$ cat config.mk
export PLATFORM = sky130hd
export DESIGN_NAME = sample_frame_collector
export DESIGN_NICKNAME = d
export VERILOG_FILES = /design/src/rtl/sample_frame_collector.sv
export SDC_FILE = /design/constraint.sdc
export NUM_CORES = 1
export LEC_CHECK = 0
export CAP_MARGIN = 20
export CORE_ASPECT_RATIO = 1.25
export CORE_MARGIN = 5
export CORE_UTILIZATION = 50
export CTS_CLUSTER_DIAMETER = 30
export DETAILED_ROUTE_END_ITERATION = 7
export PLACE_DENSITY_LB_ADDON = 0.2
export REMOVE_ABC_BUFFERS = 1
export SLEW_MARGIN = 20
export SYNTH_ARGS = -nofsm -noshare
export SYNTH_HDL_FRONTEND = slang
export SYNTH_SLANG_ARGS = --single-unit
$ cat constraint.sdc
create_clock -name clk -period 4.5 [get_ports clk]
set_input_delay 0.45 -clock clk [delete_from_list [all_inputs] [get_ports clk]]
set_output_delay 0.45 -clock clk [all_outputs]
set_load 0.005 [all_outputs]
$ cat src/rtl/sample_frame_collector.sv
// sample_frame_collector: packs SAMPLES consecutive WIDTH-bit samples into a frame
// using two ping-pong banks, so one frame fills while the other awaits the consumer.
module sample_frame_collector #(
    parameter int SAMPLES = 4,
    parameter int WIDTH   = 3
) (
    input  logic             clk,
    input  logic             reset_n,
    input  logic             flush,
    input  logic             in_valid,
    output logic             in_ready,
    input  logic [WIDTH-1:0] in_sample,
    output logic             frame_valid,
    input  logic             frame_ready,
    output logic [WIDTH-1:0] frame [SAMPLES-1:0]
);

    localparam int IDX_W = $clog2(SAMPLES);
    localparam logic [IDX_W-1:0] LAST_IDX = IDX_W'(SAMPLES - 1);

    logic [WIDTH-1:0] bank [0:1][0:SAMPLES-1];
    logic [1:0]       full;
    logic             wr_bank;
    logic             rd_bank;
    logic [IDX_W-1:0] wr_idx;

    logic accept;
    logic consume;

    // Handshake decode: write side blocks on a full write bank or a flush.
    always_comb begin
        in_ready    = !full[wr_bank] && !flush;
        frame_valid = full[rd_bank];
        accept      = in_valid && in_ready;
        consume     = frame_valid && frame_ready;
    end

    // Present the read bank directly as the output frame (register mux, no latency).
    always_comb begin
        for (int unsigned k = 0; k < SAMPLES; k++) begin
            frame[k] = bank[rd_bank][k];
        end
    end

    // Control state: write pointer, bank selects and full flags.
    // An accept only touches an empty bank and a consume only a full one,
    // so both full-flag updates in the same cycle never hit the same bit.
    always_ff @(posedge clk) begin
        if (!reset_n) begin
            wr_idx  <= '0;
            wr_bank <= 1'b0;
            rd_bank <= 1'b0;
            full    <= '0;
        end else begin
            if (flush) begin
                wr_idx <= '0;
            end else if (accept) begin
                if (wr_idx == LAST_IDX) begin
                    full[wr_bank] <= 1'b1;
                    wr_bank       <= ~wr_bank;
                    wr_idx        <= '0;
                end else begin
                    wr_idx <= wr_idx + IDX_W'(1);
                end
            end
            if (consume) begin
                full[rd_bank] <= 1'b0;
                rd_bank       <= ~rd_bank;
            end
        end
    end

    // Sample storage: cleared on reset, written on accept, never cleared on consume.
    always_ff @(posedge clk) begin
        if (!reset_n) begin
            for (int unsigned b = 0; b < 2; b++) begin
                for (int unsigned k = 0; k < SAMPLES; k++) begin
                    bank[b][k] <= '0;
                end
            end
        end else if (accept) begin
            bank[wr_bank][wr_idx] <= in_sample;
        end
    end

endmodule

# Word level (Yosys, flattened, before mapping)
# Memory sizes are Yosys's and may differ from the RTL's. A register that Yosys moved wholly into a read port is not among the register bits.
# Index checks and enable logic that the tools add are counted.
# W data, S select, Z words.
dict set report word_totals {
  mem_bits_rw 24
  output_inout_bits 14
  in_bits 8
  reg_bits 6
  mem_bits_ro 0
  latchBits 0
  memories 1
}
# memory words width rd rd_clocked_by_memory_dff wr line_no
set memory_table {}
lappend memory_table {bank 2 12 1 1 2 21} ;# logic [WIDTH-1:0] bank [0:1][0:SAMPLES-1];
dict set report op_classes {
  div_mod_pow 0
  shift 0
  n_lt_le_gt_ge 6
  muxes 25
  n_reduce_logical 11
  multipliers 0
  bitwise_logic 8
  eq_ne 1
  addsub 1
}
# cell count
set ops {}
lappend ops {{$mux W12} 3}
lappend ops {{$mux W1} 12}
lappend ops {{$mux W2} 6}
lappend ops {{$reduce_or A12 Y1} 1}
lappend ops {{$demux W3 S2} 1}
lappend ops {{$logic_and A1 B1 Y1} 6}
lappend ops {{$lt A1 B2 Y1 const B} 2}
lappend ops {{$not A1 Y1} 4}
lappend ops {{$ge A3 B3 Y1 const B} 1}
lappend ops {{$lt A3 B1 Y1 const B} 1}
lappend ops {{$mux W3} 1}
lappend ops {{$not A2 Y3} 1}
lappend ops {{$reduce_and A3 Y1} 1}
lappend ops {{$add A2 B1 Y2 const B} 1}
lappend ops {{$and A2 B2 Y2} 1}
lappend ops {{$demux W1 S1} 2}
lappend ops {{$eq A2 B2 Y1 const B} 1}
lappend ops {{$ge A1 B1 Y1 const B} 2}
lappend ops {{$logic_not A1 Y1} 2}
lappend ops {{$not A2 Y2} 1}
lappend ops {{$or A2 B2 Y2} 1}
lappend ops {{$reduce_or A2 Y1} 1}

# Logic depth before layout (Yosys ltp)
# Gate-level depths: netlist (run 1).
dict set report depth {
  ltp_word 11
  depth_mapped 4
  depth_no_buf 4
}

# Least setup slack after synthesis (run 1)
# Ideal clock, no wire load.
dict set report synth_timing {
  kind {reg2reg}
  start {register wr_bank}
  end {memory bank[1][10] (netlist name) (enable)}
  setup_time_ns 0.344
  slack_ns 3.020
  t_required_ns 4.156
  path_buffers 0
  path_stages_with_launch 4
  arrival_time_ns 1.136
  path_cell_list {dfxtp_1 > mux2i_4 > nand3_1 > o21ai_0}
}
# item line_no
set synth_lines {}
lappend synth_lines {{from (decl)} 23} ;# logic wr_bank;
lappend synth_lines {{from (signal assigned)} 60} ;# wr_bank <= ~wr_bank;
lappend synth_lines {{to (decl)} 21}

# Worst setup path after layout (run 1)
dict set report layout_timing {
  start {register wr_bank}
  end {output port in_ready}
}
dict set report layout_via {
  elab_chain_cells 4
}
# item line_no
set layout_lines {}
lappend layout_lines {{$mux W1 (not written as such) (2 in series)} 32} ;# in_ready = !full[wr_bank] && !flush;
lappend layout_lines {{$logic_not A1 Y1} 32}
lappend layout_lines {{$logic_and A1 B1 Y1} 32}
lappend layout_lines {{to (decl)} 11} ;# output logic in_ready,
# Every way passes these cells. The select of a mux whose other input is x is not followed.

==> results of run 1 <==
[cells in the mapped netlist]
cell | instances | area share (%)
a21oi_1 | 2 | 0.68
a311oi_1 | 3 | 1.8
and2_1 | 3 | 1.3
and3b_1 | 1 | 0.60
buf_2 | 4 | 1.4
clkbuf_1 | 1 | 0.26
clkbuf_2 | 1 | 0.34
dfxtp_1 | 7 | 9.5
edfxtp_1 | 24 | 49
ha_1 | 4 | 3.4
inv_1 | 6 | 1.5
mux2_2 | 13 | 10
mux2i_1 | 2 | 1.4
mux2i_4 | 1 | 1.5
nand2_1 | 10 | 2.6
nand2b_1 | 4 | 1.7
nand3_1 | 2 | 0.68
nand3b_1 | 1 | 0.51
nand4_1 | 3 | 1.3
nor2_1 | 18 | 4.6
nor2b_1 | 2 | 0.85
nor4_1 | 2 | 0.85
o211ai_1 | 1 | 0.51
o21ai_0 | 7 | 2.4
o221a_2 | 1 | 0.77
o31ai_1 | 1 | 0.51
[critical path, cell delays in order (launching register included)]
cell	delay (ps)
dfxtp_1	650
mux2i_4	380
nor2b_1	170
clkdlybuf4s50_1	520
[power by group through the flow]
stage / Clock, mW / Combinational (mW) / Sequential [mW]
floorplan: 0 / 0.0193 / 0.326
global placement: 0 / 0.0411 / 0.327
detailed placement: 0 / 0.0429 / 0.328
CTS: 0.148 / 0.0430 / 0.322
global route: 0.163 / 0.0469 / 0.323
finish: 0.144 / 0.0426 / 0.321
[layer usage]
| layer | vias up | wire, um | track usage (%) |
|---|---|---|---|
| met1 | 473 | 1060 | 15.6 |
| met5 | - | 0 | 0 |
| met4 | 0 | 42 | 8.51 |
| met3 | 4 | 123 | 3.47 |
| li1 | 490 | - | - |
| met2 | 21 | 1490 | 27.5 |
[stage by stage]
stage	cell area (um2)	hold WS, ps	util, %	cells
after floorplan	1440	471	-	118
after CTS	1740	523	60.3	183
after global routing	1740	566	60.3	183
after global placement	1690	512	58.6	175
final	1740	517	60.3	183
after detailed placement	1690	512	58.6	175
[logic make-up (layout without fill, tap and decap cells)]
kind of cell / Yosys count / count (layout)
mux: 16 / 16
buf+inv: 12 / 35
flops: 31 / 31
simple gates: 46 / 46
compound gates: 15 / 15
fa+ha+maj: 4 / 4
[worst max-delay path by stage]
stage                   to  slack, ps  depth (start not counted)
2_1_floorplan  bank[1][10]       2850                          3
3_3_place_gp   bank[0][10]       1980                          4
3_5_place_dp    bank[1][5]       1850                          4
4_1_cts           in_ready       2010                          3
5_1_grt           in_ready       1880                          3
6_report          in_ready       2010                          3
[area by class of cell]
class                           instances  area (um2)  share of cell area (%)
Multi-Input combinational cell         81         556                    31.9
Sequential cell                        31         861                    49.4
Inverter                                6        22.5                    1.29
Clock buffer                            6        41.3                    2.37
Clock inverter                          2        7.51                   0.431
Timing Repair Buffer                   21         210                    12.1
Tap cell                               36        45.0                    2.58
[registers in the layout, indices dropped and copies added (netlist names), named ones only]
name / count
full: 2
wr_bank: 1
bank: 24
rd_bank: 1
wr_idx: 2
==> flow_summary_export.csv, run 1 <==
group,metric,value,unit
placed_design,dp_slack,1850,ps
min_path,hp-class,"flip-flop to flip-flop",
synth,synth-xor-area-share,0,%
clock_network,cts_root_buf,"clkbuf_4",
placed_design,gp_congestion,0.745,
detailed_routing,drt-vias-per-instance,5.40,
power,p_seq_share,63.2,%
setup_path,worstPathRequired,4050,ps
clock_network,insertion_delay,330,ps
setup_path,crit_arrival,2040,ps
power,combPwrFrac,8.4,%
power,power,0.508,mW
layout,final_common_cell,"edfxtp_1",
global_route,grt_pass1_wl,4.62,mm
min_path,worstHoldPathCells,2,
setup_path,start_kind,"flip-flop",
global_route,grtUsageTotal,15.2,%
clock_network,cts_buffer_depth,2,
setup_path,critPathLaunch,"wr_bank",
floorplan,ios,22,
floorplan,die_h,70.6,um
floorplan,dieWidth,58.5,um
clock_network,clk_pin_slew,90,ps
timing,fin_ws,2010,ps
timing,slew_violations,0,
layout,syn2layout_area_growth,18.8,%
setup_path,worst-path-max-fanout,14,
detailed_routing,wl_per_cell,14.8,um
synth,synth_fa_ha_area_share,3.41,%
setup_path,ff2ff_setup_slack,2500,ps
synth,avgSynthCellArea,11.8,um2
detailed_routing,drtIter0Drc,34,
power,p_leak,0.623,nW
timing,final_hold_viol_count,0,
layout,final_cell_mix,"edfxtp_1 (24), clkdlybuf4s50_1 (21), nor2_1 (18), mux2_2 (13), nand2_1 (10)",
floorplan,die-area,0.00413,mm2
placed_design,dp.final_hpwl,2.11,mm
floorplan,rows,22,
synth,synth.distinct_cells,26,
detailed_routing,vias,988,
timing,skew,5.94,ps
clock_network,hold_buffers,0,
setup_path,reg2reg_depth,3,
clock_network,cts.sink_count,31,
detailed_routing,ant_nets,0,
power,netSwitchingPower,0.111,mW
setup_path,r2r-start,"wr_bank",
flow_run,maxCapViolations,0,
global_route,antenna_found_initial,0,
clock_network,htreeDepth,2,
power,p_per_area,292,mW/mm2
synth,synth_mux_area_share,12.9,%
setup_path,cp-end-kind,"output pin",
synth,yosysWarnings,0,
timing,tns,0,ps
synth,synth_top_family_by_area,"simple AND/OR/NAND/NOR gates",
synth,synth_seq_cells,31,
power,vdd_drop_max,0.000211,V
clock_network,numCtsBuffers,5,
global_route,grt_pass1_vias,1035,
min_path,hold_end,"wr_idx[1]",
timing,setup_violations,0,
setup_path,critical_path.reg2reg.endpoint,"bank[1][9]",
clock_network,cts_setup_buffers,0,
timing,rsz0062_at_grt,"false",
global_route,grt_max_degree,15,
layout,finalNetCount,158,
min_path,hold_path.startpoint,"wr_idx[1]",
timing,worstMarginPinSlew,538,ps
power,switching_share,21.8,%
floorplan,start_util,50.8,%
setup_path,critPathKind,"flip-flop to output pin",
synth,synth_compound_area_share,6.65,%
timing,fmax,401,MHz
clock_network,cts_resized,0,
detailed_routing,drc,0,
timing,fin_crit_sh,55.4,%
placed_design,port_buffers,21,
power,power.internal,0.397,mW
outcome,status,"complete, no violations",
layout,drive_above_1_share,13.6,%
layout,fill_cells,253,
timing,min_period,2490,ps
synth,netlist_instances,124,
timing,slew_headroom,64.1,%
global_route,grt.overflow.total,0,
floorplan,core-area,0.00289,mm2
synth,ys_seq_area_share,58.7,%
layout,n_antenna_cell,0,
synth,synthSimpleGateAreaFrac,14.9,%
clock_network,cts_tree,"yes",
detailed_routing,wirelength,2.72,mm
synth,syn_area,0.00147,mm2
power,clkPwrFrac,28.4,%
detailed_routing,drt_first_pass_iters,4,
No activity file was read; power rests on OpenSTA's default activity.
==> inputs of run 2 (changes only) <==
==> constraint.sdc (replaced) <==
create_clock -name clk -period 2.6 [get_ports clk]
set_input_delay 0.26 -clock clk [delete_from_list [all_inputs] [get_ports clk]]
set_output_delay 0.26 -clock clk [all_outputs]
set_load 0.005 [all_outputs]
==> flow_summary_export.csv, run 2 (synthesis gave the netlist of run 1 again) <==
group,metric,value,unit
outcome,status,"complete, no violations",
floorplan,rows,22,
setup_path,critPathKind,"flip-flop to output pin",
floorplan,dieWidth,58.5,um
clock_network,insertion_delay,330,ps
floorplan,ios,22,
layout,largest_register_ffs,24,
power,combPwrFrac,8.6,%
timing,setup_violations,0,
power,clkPwrFrac,28.6,%
global_route,grt.overflow.total,0,
global_route,grt_pass1_vias,1022,
power,p_per_area,503,mW/mm2
global_route,grt_use_met1,15.5,%
setup_path,r2r-start,"wr_bank",
power,power.internal,0.695,mW
setup_path,worst-path-max-fanout,14,
detailed_routing,drc,0,
timing,min_period,2290,ps
timing,fmax,437,MHz
detailed_routing,wl_per_cell,14.0,um
detailed_routing,ant_nets,0,
detailed_routing,wirelength,2.60,mm
placed_design,dpl-instance-area,0.00171,mm2
global_route,grtUsageMet2,25.1,%
placed_design,place_inst,177,
detailed_routing,vias,1017,
floorplan,die-area,0.00413,mm2
power,netSwitchingPower,0.189,mW
placed_design,gp_congestion,0.809,
global_route,grtUsageMet3,4.01,%
clock_network,numCtsBuffers,5,
timing,fin_crit_sh,88.0,%
layout,final_cell_mix,"edfxtp_1 (24), clkdlybuf4s50_1 (21), nor2_1 (18), mux2_2 (13), nand2_1 (10)",
global_route,grt-busiest-layer,"met2",
setup_path,critPathLaunch,"wr_bank",
clock_network,cts_tree,"yes",
layout,syn2layout_area_growth,19.9,%
timing,fin_ws,311,ps
flow_run,maxCapViolations,0,
timing,worstMarginPinSlew,570,ps
clock_network,cts_resized,0,
setup_path,worstPathRequired,2340,ps
detailed_routing,drt-vias-per-instance,5.50,
timing,tns,0,ps
global_route,grt_max_degree,15,
power,p_seq_share,62.8,%
clock_network,cts.sink_count,31,
setup_path,crit_arrival,2030,ps
clock_network,clk_pin_slew,100,ps
clock_network,hold_buffers,0,
placed_design,dp.final_hpwl,1.99,mm
layout,final_core_util,60.9,%
min_path,hold_path.startpoint,"wr_idx[1]",
clock_network,cts_root_buf,"clkbuf_4",
floorplan,die_h,70.6,um
timing,slew_violations,0,
clock_network,cts_buffer_depth,2,
power,power,0.884,mW
layout,finalNonFillerCells,185,
layout,largest_register,"bank",
setup_path,start_kind,"flip-flop",
global_route,antenna_found_initial,0,
timing,slew_headroom,61.6,%
layout,fin_area,0.00176,mm2
detailed_routing,drt_first_pass_iters,4,
global_route,grt_pass1_wl,4.44,mm
power,switching_share,21.4,%
floorplan,core-area,0.00289,mm2
timing,hold_slack,509,ps
clock_network,htreeDepth,2,
timing,final_hold_viol_count,0,
detailed_routing,drtIter0Drc,22,
timing,skew,14.7,ps
global_route,grtUsageTotal,14.5,%
clock_network,cts_setup_buffers,0,
layout,drive_above_1_share,15.4,%
min_path,hp-class,"flip-flop to flip-flop",
layout,n_antenna_cell,0,
layout,reg_top3,"bank: 24 flops, full: 2 flops, wr_idx: 2 flops",
timing,rsz0062_at_grt,"false",
layout,final_common_cell,"edfxtp_1",
placed_design,port_buffers,21,
placed_design,dp_slack,694,ps
power,vdd_drop_max,0.000320,V
floorplan,start_util,50.8,%
layout,finalNetCount,160,
setup_path,cp-end-kind,"output pin",
power,p_leak,0.635,nW
## run 2: cell count changes in the layout (fill, tap and decap cells not counted)
cell,delta
buf_4,+2
clkinv_2,+1
clkinv_1,-2
clkbuf_1,+1
## run 2: area by class of cell
| type | instances | area [um2] |
|---|---|---|
| clock buffers | 7 | 45.0 |
| inverters | 6 | 22.5 |
| multi-input cells | 81 | 556 |
| fillers | 249 | 1130 |
| well taps | 36 | 45.0 |
| repair buffers | 23 | 225 |
| clock inverters | 1 | 5.00 |
| flip-flops and latches | 31 | 861 |
## run 2: critical path, stage by stage (launching register included)
cell and delay (ps):
dfxtp_1 640, mux2i_4 370, nor2b_1 170, clkdlybuf4s50_1 510
## run 2: power groups by stage
stage | Sequential (mW) | Combinational [mW] | Clock (mW)
after global placement | 0.567 | 0.0743 | 0
after detailed placement | 0.567 | 0.0760 | 0
after floorplan | 0.565 | 0.0333 | 0
after CTS | 0.556 | 0.0765 | 0.253
after global routing | 0.558 | 0.0839 | 0.279
final | 0.555 | 0.0762 | 0.252
## run 2: worst paths after layout
kind                endpoint  cells past startpoint  slack (ps)
setup reg to reg  bank[1][7]                      3         630
hold reg to reg    wr_idx[1]                      2         510
hold / removal     wr_idx[1]                      2         510
setup / recovery    in_ready                      3         310
## run 2: layer usage
layer / up-vias / share of wire, %
met4: 0 / 2.0
li1: 494 / -
met5: - / 0
met1: 489 / 39
met3: 5 / 5.2
met2: 29 / 54
